===== src/rtl/sync_fifo_param.sv =====
// sync_fifo_param: parametrised single-clock FIFO with thresholds, sticky errors and optional FWFT read
module sync_fifo_param #(
    parameter int DATA_W   = 8,
    parameter int ADDR_W   = 5,
    parameter int AF_LEVEL = 28,
    parameter int AE_LEVEL = 4,
    parameter int FWFT     = 0
) (
    input  logic              clk,
    input  logic              rst,
    input  logic              wr_en,
    input  logic              rd_en,
    input  logic              clr_err,
    input  logic [DATA_W-1:0] data_in,
    output logic [DATA_W-1:0] data_out,
    output logic              data_valid,
    output logic              buf_empty,
    output logic              buf_full,
    output logic              almost_empty,
    output logic              almost_full,
    output logic [ADDR_W:0]   counter,
    output logic              overflow,
    output logic              underflow
);
    localparam int DEPTH = 2 ** ADDR_W;
    localparam logic [ADDR_W:0] FULL_C = (ADDR_W + 1)'(DEPTH);
    localparam logic [ADDR_W:0] AF_C   = (ADDR_W + 1)'(AF_LEVEL);
    localparam logic [ADDR_W:0] AE_C   = (ADDR_W + 1)'(AE_LEVEL);

    logic [DATA_W-1:0] mem_q [DEPTH];
    logic [ADDR_W-1:0] wr_ptr_q, wr_ptr_d, rd_ptr_q, rd_ptr_d;
    logic [ADDR_W:0]   count_q, count_d;
    logic [DATA_W-1:0] dout_q, dout_d;
    logic              valid_q, valid_d;
    logic              ovf_q, ovf_d, udf_q, udf_d;
    logic              wr_acc, rd_acc;

    // Status flags decode the registered occupancy; full/empty never look at pointers
    assign buf_empty    = count_q == '0;
    assign buf_full     = count_q == FULL_C;
    assign almost_empty = count_q <= AE_C;
    assign almost_full  = count_q >= AF_C;
    assign counter      = count_q;
    assign overflow     = ovf_q;
    assign underflow    = udf_q;
    assign wr_acc       = wr_en && !buf_full;
    assign rd_acc       = rd_en && !buf_empty;

    // In FWFT mode the head word is shown directly; otherwise the registered read result
    assign data_out   = (FWFT != 0) ? (buf_empty ? '0 : mem_q[rd_ptr_q]) : dout_q;
    assign data_valid = (FWFT != 0) ? !buf_empty : valid_q;

    // Next-state: occupancy, pointers, read register and sticky errors (set beats clear)
    always_comb begin
        count_d  = (wr_acc && !rd_acc) ? count_q + 1'b1 :
                   (rd_acc && !wr_acc) ? count_q - 1'b1 : count_q;
        wr_ptr_d = wr_acc ? wr_ptr_q + 1'b1 : wr_ptr_q;
        rd_ptr_d = rd_acc ? rd_ptr_q + 1'b1 : rd_ptr_q;
        dout_d   = rd_acc ? mem_q[rd_ptr_q] : dout_q;
        valid_d  = rd_acc;
        ovf_d    = (wr_en && buf_full) || (ovf_q && !clr_err);
        udf_d    = (rd_en && buf_empty) || (udf_q && !clr_err);
    end

    // Storage array is deliberately left unreset
    always_ff @(posedge clk) begin
        if (wr_acc) mem_q[wr_ptr_q] <= data_in;
    end

    // Control state register with asynchronous reset
    always_ff @(posedge clk or posedge rst) begin
        if (rst) begin
            wr_ptr_q <= '0;
            rd_ptr_q <= '0;
            count_q  <= '0;
            dout_q   <= '0;
            valid_q  <= 1'b0;
            ovf_q    <= 1'b0;
            udf_q    <= 1'b0;
        end else begin
            wr_ptr_q <= wr_ptr_d;
            rd_ptr_q <= rd_ptr_d;
            count_q  <= count_d;
            dout_q   <= dout_d;
            valid_q  <= valid_d;
            ovf_q    <= ovf_d;
            udf_q    <= udf_d;
        end
    end
endmodule

===== config.mk =====
export PLATFORM = sky130hd
export DESIGN_NAME = sync_fifo_param
export DESIGN_NICKNAME = d
export VERILOG_FILES = /design/src/rtl/sync_fifo_param.sv
export SDC_FILE = /design/constraint.sdc
export NUM_CORES = 1
export LEC_CHECK = 0
export ABC_AREA = 0
export CAP_MARGIN = 0
export CORE_MARGIN = 3
export CORE_UTILIZATION = 55
export CTS_CLUSTER_SIZE = 30
export DETAILED_ROUTE_END_ITERATION = 6
export PLACE_DENSITY_LB_ADDON = 0.25
export SYNTH_ARGS = -nofsm -noshare
export SYNTH_HDL_FRONTEND = slang
export SYNTH_SLANG_ARGS = --single-unit

===== constraint.sdc =====
create_clock -name clk -period 2.6 [get_ports clk]
set_input_delay 0.52 -clock clk [delete_from_list [all_inputs] [get_ports clk]]
set_output_delay 0.52 -clock clk [all_outputs]
set_load 0.05 [all_outputs]

Word-level counts from Yosys, hierarchy flattened:

Memory sizes are Yosys's and may differ from the RTL's. A register that Yosys moved wholly into a read port is not among the register bits.
Index checks and enable logic that the tools add are counted.

* latch bits: 0
* logic and storage cells: 35
* register bits: 19
* input port bits: 13
* RAM bits: 256
* ROM bits: 0
* memories: 1
* output and inout bits: 21

* div/mod/pow operators: 0
* add/sub/neg operators: 4
* reduce and logical (&&, ||, !) cells: 17
* $mul: 0
* muxes and demuxes: 4
* equality and inequality tests: 1
* shift operators: 0
* bitwise gates (word level): 0
* $lt $le $gt $ge: 2

Memories
* mem_q: words 32, bits a word 8, read ports 1, clocked after memory_dff 1, wr ports 1, line 30 `logic [DATA_W-1:0] mem_q [DEPTH];`

Operator list (count)
* 6-bit 2-to-1 mux: 2
* 5-bit by 1-bit adder with 5-bit output (second input constant): 2
* 1-bit logical AND: 8
* 6-bit by 1-bit adder with 6-bit output (second input constant): 1
* 6-bit equality test (second input constant): 1
* 6-bit by 5-bit greater-or-equal comparator with 1-bit output (second input constant): 1
* 6-bit by 3-bit <= comparator with 1-bit output (second input constant): 1
* 6-bit zero test: 1
* 6-bit by 1-bit subtractor with 6-bit output (second input constant): 1
* 1-bit zero test: 5
* 1-bit logical OR: 2
* 1-bit 2-to-1 mux: 2
* 2-bit nonzero test: 1

Depth between registers and ports, before layout:

Gate-level depths: netlist of the first run.

* depth after elaboration: 7
* depth in mapped cells: 12
* gate-level depth less buffers: 11

Least setup slack after synthesis of the first run:

No wires, ideal clock.

* path kind: register -> register
* from: register count_q[0], in the netlist counter[0]
* to: register count_q[5], in the netlist counter[5]
* path slack: -0.578 ns
* data arrival time: 3.032 ns
* cell stages (with the launch flop): 13
* buffers on the path: 1
* period minus slack after synthesis: 3.178 ns
* setup time: 0.146 ns
* data required time: 2.454 ns
* cell sequence: dfrtp_1 > nor3_1 > and3_1 > nor2b_1 > buf_2 > ha_1 > inv_1 > ha_1 > a21o_1 > a21oi_1 > nand4b_1 > nand4_1 > xor2_1

* cells in the longest elaborated chain, start to end: 6
* elaborated cells on any way between the ends: 15
* classes of those cells: 2 x add/sub; 1 x eq/ne; 2 x mux; 10 x reduce/logical

RTL lines
* start: declaration: line 32 `logic [ADDR_W:0] count_q, count_d;`
* start signal: assignment: line 83 `count_q <= count_d;`
* 6-bit equality test *: line 40 `assign buf_full = count_q == FULL_C;`
* via buf_full: line 18 `output logic buf_full,`
* 1-bit zero test *: line 46 `assign wr_acc = wr_en && !buf_full;`
* 1-bit logical AND *: line 46
* via wr_acc: line 36 `logic wr_acc, rd_acc;`
* 1-bit zero test: line 56 `(rd_acc && !wr_acc) ? count_q - 1'b1 : count_q;`
* 1-bit logical AND: line 56
* 2-bit nonzero test (no line)

The timed path passes the listed nets; every way through them passes the cells marked *. The select of a mux whose other input is x is not followed.
A chain may end at the register's enable or synchronous reset.

Final worst setup path of the first run:

* from: register count_q[2], in the netlist counter[2]
* to: output port buf_full

* cells in the longest elaborated chain, start to end: 1

RTL lines (line)
* 6-bit equality test: 40
* end: declaration: 18

Every way passes these cells.

==> metrics.yaml, run 1 <==
status: "finished clean"
drt_iter0_markers: 551
die_height_um: 150
ys_types: 41
hold_class: "in -> async"
synth_xor_xnor_area_share: 0.0100
post-place-ws_ps: -126
maxCapViolCount: 0
synth_commonest_cells: "edfxtp_1 (256), mux2i_1 (58), mux4_2 (48), nor2_1 (45), dfrtp_1 (27)"
syn_area_um2: 11400
setup_viol: 0
antenna_cells: 0
synth_top_family_by_area: "multiplexers"
ios: 34
clock_latency_ps: 540
postPlaceCellArea_um2: 12300
power.density_nw_per_um2: 1100
drv_slew: 0
wl_per_cell_um: 23.3
pwr-share-clk: 0.283
synthAdderAreaFrac: 0.0128
cts_made_buffers: 28
ys_top_cells_by_area: "edfxtp_1 (68%), mux4_2 (9.5%), dfrtp_1 (5.9%), mux2i_1 (5.1%), nor2_1 (1.5%)"
cp.required_ps: 2080
rsz0062_at_grt: "false"
vias_per_cell: 5.93
grt_max_degree: 33
remaining_drc_errors: 0
clock_sinks: 283
power_frac_seq: 0.404
grt_pass1_vias: 6113
worst_slew_pin_slew_ps: 745
ys_seq_elements: 283
p_comb_frac: 0.313
clk_pin_slew_ps: 60
layout-drive-gt1-share: 0.233
synth_flop_cell: "edfxtp_1"
port-buffer-count: 33
clock_skew_ps: 17.6
postLayoutCoreUtil: 0.670
synthSimpleGateAreaFrac: 0.0421
num-nets-final: 720
fin_crit_ps: 2510
synth_compound_area_frac: 0.0252
grt_usage: 0.209
synth_warnings: 0
gp_congestion: 0.812
syn-num-nets: 630
final.period_utilization: 0.964
ctsLongestPathBuffers: 3
synth_seq_area_share: 0.736
grt_remaining_overflow: 0
cp_max_fo: 6
endpoint_kind: "output port"
leakagePower_nw: 4.58
synth_top_area_share: 0.677
first_pass_iters: 5
hpwl_um: 14500
core-area_um2: 19800
synth.area.mux_share: 0.153
syn_area_per_cell_um2: 18.7
grt_pass1_wl_um: 35100
fp.dieArea_um2: 22400
synth_most_common_cell: "edfxtp_1"
p_switching_w: 0.00462
async_reset_ff_frac: 0.0954
relSlewSlack: 0.503
synth_top_area_cell: "edfxtp_1"
cts_tree: "yes"
start_util: 0.572
crit_type: "reg -> out"
ant_nets: 0
synth_edf_count: 256
setup-tns-final_ps: 0
vdd_drop_max_mv: 0.688
final_cell_area_um2: 13300
row_count: 51
antenna_found_initial: 0
vias: 5824
cp.arrival_ps: 1990
netSwitchingFraction: 0.316
die_x_um: 150
finalHoldViolCount: 0
h-tree-depth: 1
timing.final.ws_setup_ps: 92.8
cts_root_buffer: "clkbuf_16"
internal_power_w: 0.0100
worst_setup_path_start_kind: "flop"
totalWireLength_um: 22800
max_freq_ghz: 0.399
areaGrowthSynthToFinish_pct: 17.0
syn_inst: 606
-- layout make-up --
type | count | area, um2
sequential | 283 | 8380
fill | 1281 | 6560
multi-input combinational | 282 | 2790
timing repair buffer | 92 | 808
clock buffer | 37 | 756
tap | 265 | 332
clock inverter | 14 | 194
inverter | 9 | 33.8
-- state kept, by name, indices dropped and copies added, names as in the netlist --
register    flops
wr_ptr_q        5
mem_q         256
overflow        1
rd_ptr_q        5
counter         6
data_valid      1
data_out        8
underflow       1
-- repair_timing --
item	in CTS	in global routing
setup endpoints to repair	3	1
hold buffers	0	0
pin swaps	0	0
buffers inserted	0	0
gates resized for setup	3	1
-- critical path: stages, from the launching register on --
cell,delay [ps]
dfrtp_2,450
nor3_2,250
and3_4,220
dlygate4sd2_1,520
-- through the flow --
stage | hold WS, ps | std cells | power [W]
2_1_floorplan | 570 | 606 | 0.00918
3_3_place_gp | 472 | 931 | 0.0104
3_5_place_dp | 488 | 931 | 0.0106
4_1_cts | 429 | 982 | 0.0147
5_1_grt | 458 | 982 | 0.0153
6_report | 416 | 982 | 0.0146
-- logic make-up (layout without fill, tap and decap cells) --
family	Yosys count	count (layout)
compound gates	45	45
xor+xnor	13	13
fa+ha+maj	11	11
buf+inv	41	152
flops	283	283
mux	110	110
simple gates	103	103
-- cell usage in the layout, fill, tap and decap left out, drive strengths merged, types with 3 or more instances in the layout --
cell           netlist  final
mux2i               58     58
buf                 22     59
nand2               26     26
edfxtp             256    256
inv                  9      9
ha                  10     10
or3b                 3      3
nor2                45     45
nor2b                9      9
clkbuf              10     37
nand3b               5      5
o22ai               14     14
mux4                50     50
xnor2               11     11
clkinv               0      8
nand4                5      5
bufinv               0      5
o21ai               15     15
clkdlybuf4s50        0     30
dfrtp               27     27
o41ai                7      7
-- power groups by stage --
| stage | clock (W) | combinational, W | sequential [W] |
|---|---|---|---|
| 2_1_floorplan | 0 | 0.00307 | 0.00611 |
| 3_3_place_gp | 0 | 0.00448 | 0.00596 |
| 3_5_place_dp | 0 | 0.00458 | 0.00600 |
| 4_1_cts | 0.00420 | 0.00462 | 0.00591 |
| 5_1_grt | 0.00439 | 0.00490 | 0.00596 |
| 6_report | 0.00413 | 0.00458 | 0.00591 |
-- layer usage --
| layer | GRT usage | wire (um) | part of all wire |
|---|---|---|---|
| met1 | 0.291 | 9510 | 0.42 |
| met3 | 0.0288 | 1160 | 0.051 |
| met5 | 0 | 0 | 0 |
| met2 | 0.354 | 11600 | 0.51 |
| met4 | 0.0590 | 563 | 0.025 |
-- worst paths after layout --
| path | start | endpoint | slack, ps | cells after the start |
|---|---|---|---|---|
| worst max-delay path | counter[2]$_DFFE_PP0P_ | buf_full | 90 | 3 |
| worst min-delay path | rst | rd_ptr_q[0]$_DFFE_PP0P_ | 420 | 2 |
| worst max register to register | counter[2]$_DFFE_PP0P_ | counter[5]$_DFFE_PP0P_ | 140 | 11 |
| worst min register to register | data_out[4]$_DFFE_PP0P_ | data_out[4]$_DFFE_PP0P_ | 490 | 2 |
| max in group asynchronous | rst | counter[4]$_DFFE_PP0P_ | 1560 | 3 |
| min in group clk | data_out[4]$_DFFE_PP0P_ | data_out[4]$_DFFE_PP0P_ | 490 | 2 |
(Power assumes the default switching activity.)
==> inputs of run 2 (changes only) <==
- CAP_MARGIN: 0 -> 20
==> results of run 2 <==
Same layout as run 1: the final DEF is identical, and so are final timing and power.
